--- config.mk ---
export PLATFORM = sky130hd
export DESIGN_NAME = cam_block_decimator_flat
export DESIGN_NICKNAME = d
export VERILOG_FILES = /design/src/rtl/cam_pkg.sv /design/src/rtl/cam_block_decimator_if.sv /design/src/rtl/block_col_acc.sv /design/src/rtl/cam_block_decimator.sv /design/src/flat_wrapper.sv
export SDC_FILE = /design/constraint.sdc
export NUM_CORES = 2
export LEC_CHECK = 0
export CELL_PAD_IN_SITES_DETAIL_PLACEMENT = 0
export CELL_PAD_IN_SITES_GLOBAL_PLACEMENT = 1
export CORE_UTILIZATION = 55
export DETAILED_ROUTE_END_ITERATION = 10
export GPL_ROUTABILITY_DRIVEN = 0
export PLACE_DENSITY_LB_ADDON = 0.1
export SYNTH_ARGS = -nofsm -noshare
export SYNTH_HDL_FRONTEND = slang
export SYNTH_SLANG_ARGS = --single-unit
export TNS_END_PERCENT = 30
--- constraint.sdc ---
create_clock -name i_clk -period 9.5 [get_ports i_clk]
set_clock_uncertainty 0.05 [all_clocks]
set_input_delay 0.95 -clock i_clk [delete_from_list [all_inputs] [get_ports i_clk]]
set_output_delay 0.95 -clock i_clk [all_outputs]
set_load 0.01 [all_outputs]
--- src/rtl/cam_pkg.sv ---
// Shared camera definitions: RGB565 field layout, default frame geometry and
// the frame-buffer address width used by the thumbnail decimator.
package cam_pkg;

    localparam int CAM_H_ACTIVE = 640;
    localparam int CAM_V_ACTIVE = 480;
    localparam int CAM_SHIFT    = 3;
    localparam int FB_ADDR_W    = 13;
    localparam int PIX_W        = 16;
    localparam int X_W          = 10;
    localparam int Y_W          = 9;

    localparam int R_W   = 5;
    localparam int G_W   = 6;
    localparam int B_W   = 5;
    localparam int R_LSB = 11;
    localparam int G_LSB = 5;
    localparam int B_LSB = 0;

    typedef struct packed {
        logic [R_W-1:0] r;
        logic [G_W-1:0] g;
        logic [B_W-1:0] b;
    } rgb565_t;

    function automatic rgb565_t rgb565_unpack(input logic [PIX_W-1:0] p);
        rgb565_t c;
        c.r = p[R_LSB +: R_W];
        c.g = p[G_LSB +: G_W];
        c.b = p[B_LSB +: B_W];
        return c;
    endfunction

    function automatic logic [PIX_W-1:0] rgb565_pack(input rgb565_t c);
        logic [PIX_W-1:0] p;
        p = {PIX_W{1'b0}};
        p[R_LSB +: R_W] = c.r;
        p[G_LSB +: G_W] = c.g;
        p[B_LSB +: B_W] = c.b;
        return p;
    endfunction

endpackage

--- src/rtl/cam_block_decimator_if.sv ---
// Camera-side pixel stream and frame-buffer write port of the block decimator.
interface cam_block_decimator_if;

    logic                           pixel_en;
    logic [cam_pkg::PIX_W-1:0]      pixel;
    logic                           href;
    logic                           vsync;
    logic                           wr_en;
    logic [cam_pkg::FB_ADDR_W-1:0]  wr_addr;
    logic [cam_pkg::PIX_W-1:0]      wr_data;
    logic                           frame_done;
    logic                           frame_err;

    modport master (
        output pixel_en, pixel, href, vsync,
        input  wr_en, wr_addr, wr_data, frame_done, frame_err
    );

    modport slave (
        input  pixel_en, pixel, href, vsync,
        output wr_en, wr_addr, wr_data, frame_done, frame_err
    );

endinterface

--- src/rtl/block_col_acc.sv ---
// Per-column vertical accumulators: combinational read-modify-write result,
// committed on the clock edge so each block column updates in a single cycle.
module block_col_acc #(
    parameter int DEPTH = 80,
    parameter int IDX_W = 7,
    parameter int HR_W  = 8,
    parameter int HG_W  = 9,
    parameter int HB_W  = 8,
    parameter int CR_W  = 11,
    parameter int CG_W  = 12,
    parameter int CB_W  = 11
) (
    input  logic             clk,
    input  logic             we,
    input  logic             load,
    input  logic [IDX_W-1:0] idx,
    input  logic [HR_W-1:0]  add_r,
    input  logic [HG_W-1:0]  add_g,
    input  logic [HB_W-1:0]  add_b,
    output logic [CR_W-1:0]  sum_r,
    output logic [CG_W-1:0]  sum_g,
    output logic [CB_W-1:0]  sum_b
);

    logic [CR_W-1:0] mem_r_r [DEPTH];
    logic [CG_W-1:0] mem_g_r [DEPTH];
    logic [CB_W-1:0] mem_b_r [DEPTH];

    // New column value: first block line reloads, later lines add to the stored sum
    always_comb begin
        sum_r = load ? CR_W'(add_r) : mem_r_r[idx] + CR_W'(add_r);
        sum_g = load ? CG_W'(add_g) : mem_g_r[idx] + CG_W'(add_g);
        sum_b = load ? CB_W'(add_b) : mem_b_r[idx] + CB_W'(add_b);
    end

    // Storage needs no reset: every entry is reloaded on the first line of each block row
    always_ff @(posedge clk) begin
        if (we) begin
            mem_r_r[idx] <= sum_r;
            mem_g_r[idx] <= sum_g;
            mem_b_r[idx] <= sum_b;
        end
    end

endmodule

--- src/rtl/cam_block_decimator.sv ---
// Averages each 2^SHIFT square block of the camera frame into one RGB565 pixel
// and writes it to the thumbnail frame buffer at row*OUT_W + col.
module cam_block_decimator
    import cam_pkg::*;
#(
    parameter int H_ACTIVE = CAM_H_ACTIVE,
    parameter int V_ACTIVE = CAM_V_ACTIVE,
    parameter int SHIFT    = CAM_SHIFT
) (
    input  logic                  i_clk,
    input  logic                  reset_n,
    cam_block_decimator_if.slave  bus
);

    localparam int OUT_W = H_ACTIVE >> SHIFT;
    localparam int OUT_H = V_ACTIVE >> SHIFT;
    localparam int IDX_W = (OUT_W > 1) ? $clog2(OUT_W) : 1;
    localparam int HR_W  = R_W + SHIFT;
    localparam int HG_W  = G_W + SHIFT;
    localparam int HB_W  = B_W + SHIFT;
    localparam int CR_W  = R_W + 2 * SHIFT;
    localparam int CG_W  = G_W + 2 * SHIFT;
    localparam int CB_W  = B_W + 2 * SHIFT;

    localparam logic [X_W-1:0]       X_LIM     = X_W'(H_ACTIVE);
    localparam logic [Y_W-1:0]       Y_LIM     = Y_W'(V_ACTIVE);
    localparam logic [FB_ADDR_W-1:0] LAST_ADDR = FB_ADDR_W'(OUT_W * OUT_H - 1);

    typedef struct packed {
        logic [HR_W-1:0] r;
        logic [HG_W-1:0] g;
        logic [HB_W-1:0] b;
    } hsum_t;

    logic [X_W-1:0]       x_r;
    logic [Y_W-1:0]       y_r;
    logic                 href_d_r;
    logic                 vsync_d_r;
    logic                 wrote_r;
    logic                 done_seen_r;
    hsum_t                h_acc_r;
    logic                 wr_en_r;
    logic [FB_ADDR_W-1:0] wr_addr_r;
    logic [PIX_W-1:0]     wr_data_r;
    logic                 frame_done_r;
    logic                 frame_err_r;

    rgb565_t              px_s;
    hsum_t                pxe_s;
    hsum_t                hs_s;
    logic                 href_fall_s;
    logic                 vsync_rise_s;
    logic                 accept_s;
    logic                 blk_end_s;
    logic                 col_load_s;
    logic                 wr_go_s;
    logic                 is_last_s;
    logic [IDX_W-1:0]     col_idx_s;
    logic [FB_ADDR_W-1:0] addr_s;
    logic [CR_W-1:0]      csum_r_s;
    logic [CG_W-1:0]      csum_g_s;
    logic [CB_W-1:0]      csum_b_s;
    rgb565_t              avg_s;
    logic [PIX_W-1:0]     data_s;

    // Pixel qualification, block boundaries, horizontal sum and target address
    always_comb begin
        px_s         = rgb565_unpack(bus.pixel);
        href_fall_s  = href_d_r & ~bus.href;
        vsync_rise_s = bus.vsync & ~vsync_d_r;
        accept_s     = bus.pixel_en & bus.href & ~bus.vsync & (x_r < X_LIM) & (y_r < Y_LIM);
        blk_end_s    = accept_s & (&x_r[SHIFT-1:0]);
        col_load_s   = ~|y_r[SHIFT-1:0];
        wr_go_s      = blk_end_s & (&y_r[SHIFT-1:0]);
        pxe_s.r      = HR_W'(px_s.r);
        pxe_s.g      = HG_W'(px_s.g);
        pxe_s.b      = HB_W'(px_s.b);
        hs_s.r       = h_acc_r.r + pxe_s.r;
        hs_s.g       = h_acc_r.g + pxe_s.g;
        hs_s.b       = h_acc_r.b + pxe_s.b;
        col_idx_s    = IDX_W'(x_r >> SHIFT);
        addr_s       = FB_ADDR_W'(y_r >> SHIFT) * FB_ADDR_W'(OUT_W) + FB_ADDR_W'(x_r >> SHIFT);
        is_last_s    = (addr_s == LAST_ADDR);
    end

    block_col_acc #(
        .DEPTH (OUT_W),
        .IDX_W (IDX_W),
        .HR_W  (HR_W),
        .HG_W  (HG_W),
        .HB_W  (HB_W),
        .CR_W  (CR_W),
        .CG_W  (CG_W),
        .CB_W  (CB_W)
    ) u_col_acc (
        .clk   (i_clk),
        .we    (blk_end_s),
        .load  (col_load_s),
        .idx   (col_idx_s),
        .add_r (hs_s.r),
        .add_g (hs_s.g),
        .add_b (hs_s.b),
        .sum_r (csum_r_s),
        .sum_g (csum_g_s),
        .sum_b (csum_b_s)
    );

    // Block mean: divide the 2^(2*SHIFT) pixel sum by truncation
    always_comb begin
        avg_s.r = R_W'(csum_r_s >> (2 * SHIFT));
        avg_s.g = G_W'(csum_g_s >> (2 * SHIFT));
        avg_s.b = B_W'(csum_b_s >> (2 * SHIFT));
        data_s  = rgb565_pack(avg_s);
    end

    // Position counters, sync edge history and the horizontal accumulator
    always_ff @(posedge i_clk or negedge reset_n) begin
        if (!reset_n) begin
            x_r       <= X_W'(0);
            y_r       <= Y_W'(0);
            href_d_r  <= 1'b0;
            vsync_d_r <= 1'b0;
            h_acc_r   <= hsum_t'(0);
        end else begin
            href_d_r  <= bus.href;
            vsync_d_r <= bus.vsync;
            if (bus.vsync) begin
                x_r     <= X_W'(0);
                y_r     <= Y_W'(0);
                h_acc_r <= hsum_t'(0);
            end else if (href_fall_s) begin
                // A partial block at the end of a short line is simply dropped
                x_r     <= X_W'(0);
                h_acc_r <= hsum_t'(0);
                if (x_r != X_W'(0)) begin
                    y_r <= y_r + Y_W'(1);
                end
            end else if (accept_s) begin
                x_r     <= x_r + X_W'(1);
                h_acc_r <= (~|x_r[SHIFT-1:0]) ? pxe_s : hs_s;
            end
        end
    end

    // Registered write port and per-frame status pulses
    always_ff @(posedge i_clk or negedge reset_n) begin
        if (!reset_n) begin
            wr_en_r      <= 1'b0;
            wr_addr_r    <= FB_ADDR_W'(0);
            wr_data_r    <= PIX_W'(0);
            frame_done_r <= 1'b0;
            frame_err_r  <= 1'b0;
            wrote_r      <= 1'b0;
            done_seen_r  <= 1'b0;
        end else begin
            wr_en_r      <= wr_go_s;
            frame_done_r <= wr_go_s & is_last_s;
            frame_err_r  <= vsync_rise_s & wrote_r & ~done_seen_r;
            if (wr_go_s) begin
                wr_addr_r <= addr_s;
                wr_data_r <= data_s;
            end
            if (bus.vsync) begin
                wrote_r     <= 1'b0;
                done_seen_r <= 1'b0;
            end else if (wr_go_s) begin
                wrote_r <= 1'b1;
                if (is_last_s) begin
                    done_seen_r <= 1'b1;
                end
            end
        end
    end

    assign bus.wr_en      = wr_en_r;
    assign bus.wr_addr    = wr_addr_r;
    assign bus.wr_data    = wr_data_r;
    assign bus.frame_done = frame_done_r;
    assign bus.frame_err  = frame_err_r;

endmodule

--- src/flat_wrapper.sv ---
// flat-port wrapper written by rule: the top's interface ports become plain ports
module cam_block_decimator_flat import cam_pkg::*;
#(
    parameter int H_ACTIVE = CAM_H_ACTIVE,
    parameter int V_ACTIVE = CAM_V_ACTIVE,
    parameter int SHIFT    = CAM_SHIFT
)
  (i_clk, reset_n, bus_pixel_en, bus_pixel, bus_href, bus_vsync, bus_wr_en, bus_wr_addr, bus_wr_data, bus_frame_done, bus_frame_err);
  cam_block_decimator_if bus_i ();
  input  logic i_clk;
  input  logic reset_n;
  input wire logic [$bits(bus_i.pixel_en)-1:0] bus_pixel_en;
  input wire logic [$bits(bus_i.pixel)-1:0] bus_pixel;
  input wire logic [$bits(bus_i.href)-1:0] bus_href;
  input wire logic [$bits(bus_i.vsync)-1:0] bus_vsync;
  output wire logic [$bits(bus_i.wr_en)-1:0] bus_wr_en;
  output wire logic [$bits(bus_i.wr_addr)-1:0] bus_wr_addr;
  output wire logic [$bits(bus_i.wr_data)-1:0] bus_wr_data;
  output wire logic [$bits(bus_i.frame_done)-1:0] bus_frame_done;
  output wire logic [$bits(bus_i.frame_err)-1:0] bus_frame_err;
  assign bus_i.pixel_en = bus_pixel_en;
  assign bus_i.pixel = bus_pixel;
  assign bus_i.href = bus_href;
  assign bus_i.vsync = bus_vsync;
  assign bus_wr_en = bus_i.wr_en;
  assign bus_wr_addr = bus_i.wr_addr;
  assign bus_wr_data = bus_i.wr_data;
  assign bus_frame_done = bus_i.frame_done;
  assign bus_frame_err = bus_i.frame_err;
  cam_block_decimator #(.H_ACTIVE(H_ACTIVE), .V_ACTIVE(V_ACTIVE), .SHIFT(SHIFT)) u_core (.i_clk(i_clk), .reset_n(reset_n), .bus(bus_i));
endmodule
==> results.md <==
* Synthesized flop and latch total at 2800
* Crit path cell chain: inv_2 > nor2_4 > buf_4 > a22oi_1 > nand4_1 > o21ai_0 > mux4_2 > o22ai_1 > ha_1 > a21o_1 > a21oi_1 > o21bai_1 > a21oi_1 > a21oi_1 > o221a_1 > or3_1 > nand2_2 > buf_4
* Worst skew pair latency at 0.96 ns
* Nets at 6605
* Distinct cell type count after synthesis at 93
* Setup Viol. Count Final at 0
* DRT Pass-1 Iters at 8
* GRT Total Usage at 37.6%
* Post-Syn Nets at 6354
* Antenna violation net count after detailed routing at 0
* Post-synthesis sequential area ratio at 76.9%
* Fraction of layout cells with a size suffix above 1 at 16.4%
* Max_cap viols at 3
* Core area at 196000 sq um
* Vias per cell at 7.10
* Post-CTS Resized at 0
* Status: finished, violations left
* # IOs at 53
* Num CTS Buffers at 300
* FILL cells at 13918
* Fraction of registers with async set/reset at 2.86%
* P_leak at 38.7 nW
* Placed Area at 114000 sq um
* Most common cell in the netlist: edfxtp_1
* Avg Cell Area, Syn at 17.3 sq um
* Multi-input logic area at 23800 sq um
* Die X at 447 um
* Final Power at 25.4 mW
* CTS tree: done
* Row count at 162
* Fin crit share at 81.9%
* Slowest CP cell: nand2_2
* Met1 usage at 51.6%
* Unrepaired setup endpoints after global routing: no
* VDD IR max at 0.223 mV
* Starting Density at 55.6%
* Most area-consuming cells after synthesis: edfxtp_1 (75%), a22oi_1 (2.7%), a221oi_1 (2.0%), mux4_2 (1.9%), mux2i_1 (1.9%)
* Antenna violations before repair at 26
* Synth area leader: edfxtp_1
* Primary FF master, synth: edfxtp_1
* Max clock buf depth at 4
* Gr ovfl total at 0
* Starting DRT DRC Count at 11264
* GRT busiest layer: met2
* Most frequent CP cell: a21oi_1
* Worst EP required at 10.20 ns
* CTS root buf: clkbuf_16
* Final hold viol count at 0
* Final Max Tran Viols at 2
* Area grow syn2layout at 13.1%
* Post-synth EDFFs at 2720
* Critical Path Fanout Max at 50
* Final WL at 377 mm
* Relative slew margins at -2.27%
* CTS H-tree depth at 5
* Met2 usage at 55.8%
* Die H at 447 um
* Via Count at 66523
* Vias in the first global route at 62678
* Wire per inst at 40.2 um
* Worst-Margin Slew at 1.52 ns
* CTS Sinks at 2800
* Register area at 83700 sq um
* Worst path max stage delay at 0.91 ns
* Dpl hpwl at 209 mm
* Commonest cells in the netlist: edfxtp_1 (2720), a22oi_1 (395), a21oi_1 (269), nor2_1 (269), nand2_1 (264)
* Top delay family on crit path: simple AND/OR/NAND/NOR gates
* Largest net degree at the start of global routing at 96
* Worst-path clk slew at 0.06 ns
* PortBufs at 52
* YS warnings at 0
* Failing checks: capacitance limit, slew limit
* CP Data Arrival Time at 8.48 ns
* Number of buffers and inverters on the critical path at 3
* DRC Markers at 0
* Top cell type's share of synthesized area at 75.1%
* Die footprint at 200000 sq um
* First-pass GRT wire length at 512 mm
* Worst Setup Start Kind: flip-flop
* Cells after Synth at 6269
* Fmax achieved at 129 MHz
* Min Tclk post-route at 7.78 ns
* Synth Cell Area at 109000 sq um
* Hold Crit Class: flip-flop to flip-flop
* WS Path Type: flip-flop to flip-flop
* Final TNS setup at 0 ns
* GR Util met3 at 10.4%
* Final Instance Area at 123000 sq um
* Pwr dens at 206 nW/um^2
* Crit. End Element: flip-flop
cell type report:
class / instances / area share (%)
well taps: 2624 / 2.67
clock buffers: 393 / 6.54
flip-flops and latches: 2800 / 68.0
inverters: 36 / 0.116
multi-input cells: 3022 / 19.4
clock inverters: 117 / 0.648
repair buffers: 360 / 2.61
diodes: 16 / 0.0325
worst paths after layout:
check | slack [ns] | to | startpoint | cells past startpoint
setup reg to reg | 1.72 | u_core.u_col_acc.mem_r_r[26][7] | u_core.x_r[3] | 18
hold / removal | 0.38 | u_core.bus.frame_err | u_core.vsync_d_r | 1
setup / recovery | 1.72 | u_core.u_col_acc.mem_r_r[26][7] | u_core.x_r[3] | 18
min in group asynchronous | 0.39 | u_core.y_r[4] | reset_n | 2
hold reg to reg | 0.38 | u_core.bus.frame_err | u_core.vsync_d_r | 1
max in group asynchronous | 7.81 | u_core.x_r[5] | reset_n | 3
timing repair:
item	4_1_cts	5_1_grt
setup buffers	0	0
hold buffers	1	0
endpoints found under the hold margin	23	0
worst reg2reg max path: stages, from the launching register on:
cell	delay, ns
dfrtp_4	0.70
inv_2	0.34
nor2_4	0.84
buf_4	0.60
a22oi_1	0.22
nand4_1	0.13
o21ai_0	0.30
mux4_2	0.68
o22ai_1	0.37
ha_1	0.31
a21o_1	0.18
a21oi_1	0.25
o21bai_1	0.12
a21oi_1	0.35
a21oi_1	0.16
o221a_1	0.28
or3_1	0.39
nand2_2	0.91
buf_4	0.41
through the flow:
step / utilization [%] / std cells / hold WS (ns) / worst slack [ns]
detailed placement: 58.4 / 8841 / 0.373 / 2.05
global route: 62.9 / 9353 / 0.403 / 1.68
CTS: 62.9 / 9352 / 0.360 / 1.99
finish: 62.9 / 9368 / 0.379 / 1.72
floorplan: - / 6269 / 0.335 / 1.20
global placement: 58.3 / 8837 / 0.349 / 1.99
flip-flops by register name, summed over array words and instances (netlist names), 9 cells and up:
name                      cells
u_core.y_r                    9
u_core.u_col_acc.mem_r_r    880
u_core.bus.wr_data           16
u_core.bus.wr_addr           13
u_core.h_acc_r               25
u_core.u_col_acc.mem_g_r    960
u_core.x_r                   10
u_core.u_col_acc.mem_b_r    880
cells in the final DEF, fill, tap and decap left out, types with 32 or more instances in the layout:
cell type / synthesis / routed
a21oi_1: 269 / 260
clkdlybuf4s50_1: 0 / 51
ha_1: 56 / 56
mux2i_1: 209 / 209
mux2_2: 166 / 166
clkbuf_16: 0 / 308
nor2_1: 269 / 182
o211ai_1: 47 / 47
o21ai_0: 220 / 205
nand4_1: 81 / 81
xnor2_1: 47 / 43
mux4_2: 94 / 94
a22oi_1: 395 / 395
dfrtp_1: 80 / 74
a22o_1: 101 / 101
edfxtp_1: 2720 / 2720
buf_4: 41 / 276
nand2_1: 264 / 257
clkbuf_1: 146 / 83
nor2_4: 1 / 89
nand3_1: 94 / 94
a221o_1: 48 / 48
clkinv_1: 3 / 64
a221oi_1: 248 / 248
clkinv_2: 0 / 34
a31oi_1: 32 / 32
where the power goes:
group	switching, mW	leakage, nW	internal [mW]
combinational	0.616	8.46	0.111
clock	4.65	4.31	6.20
sequential	0.00362	25.9	13.8
total	5.27	38.7	20.1
cells by family after synthesis:
kind of cell    count (synthesis)  synth area share [%]
flops                        2800                  76.9
compound gates               1599                  10.6
simple gates                  810                  3.36
mux                           477                  5.68
buf+inv                       447                  2.08
xor+xnor                       69                 0.563
fa+ha+maj                      67                 0.823
routing by layer:
| metal | up-vias | share of wire (%) | wire, um |
|---|---|---|---|
| li1 | 26130 | - | - |
| met1 | 34534 | 37 | 139000 |
| met2 | 4988 | 44 | 167000 |
| met3 | 855 | 13 | 49700 |
| met4 | 16 | 5.6 | 21000 |
| met5 | - | 0.028 | 107 |
Note: power is estimated with default switching activity, not from simulation.
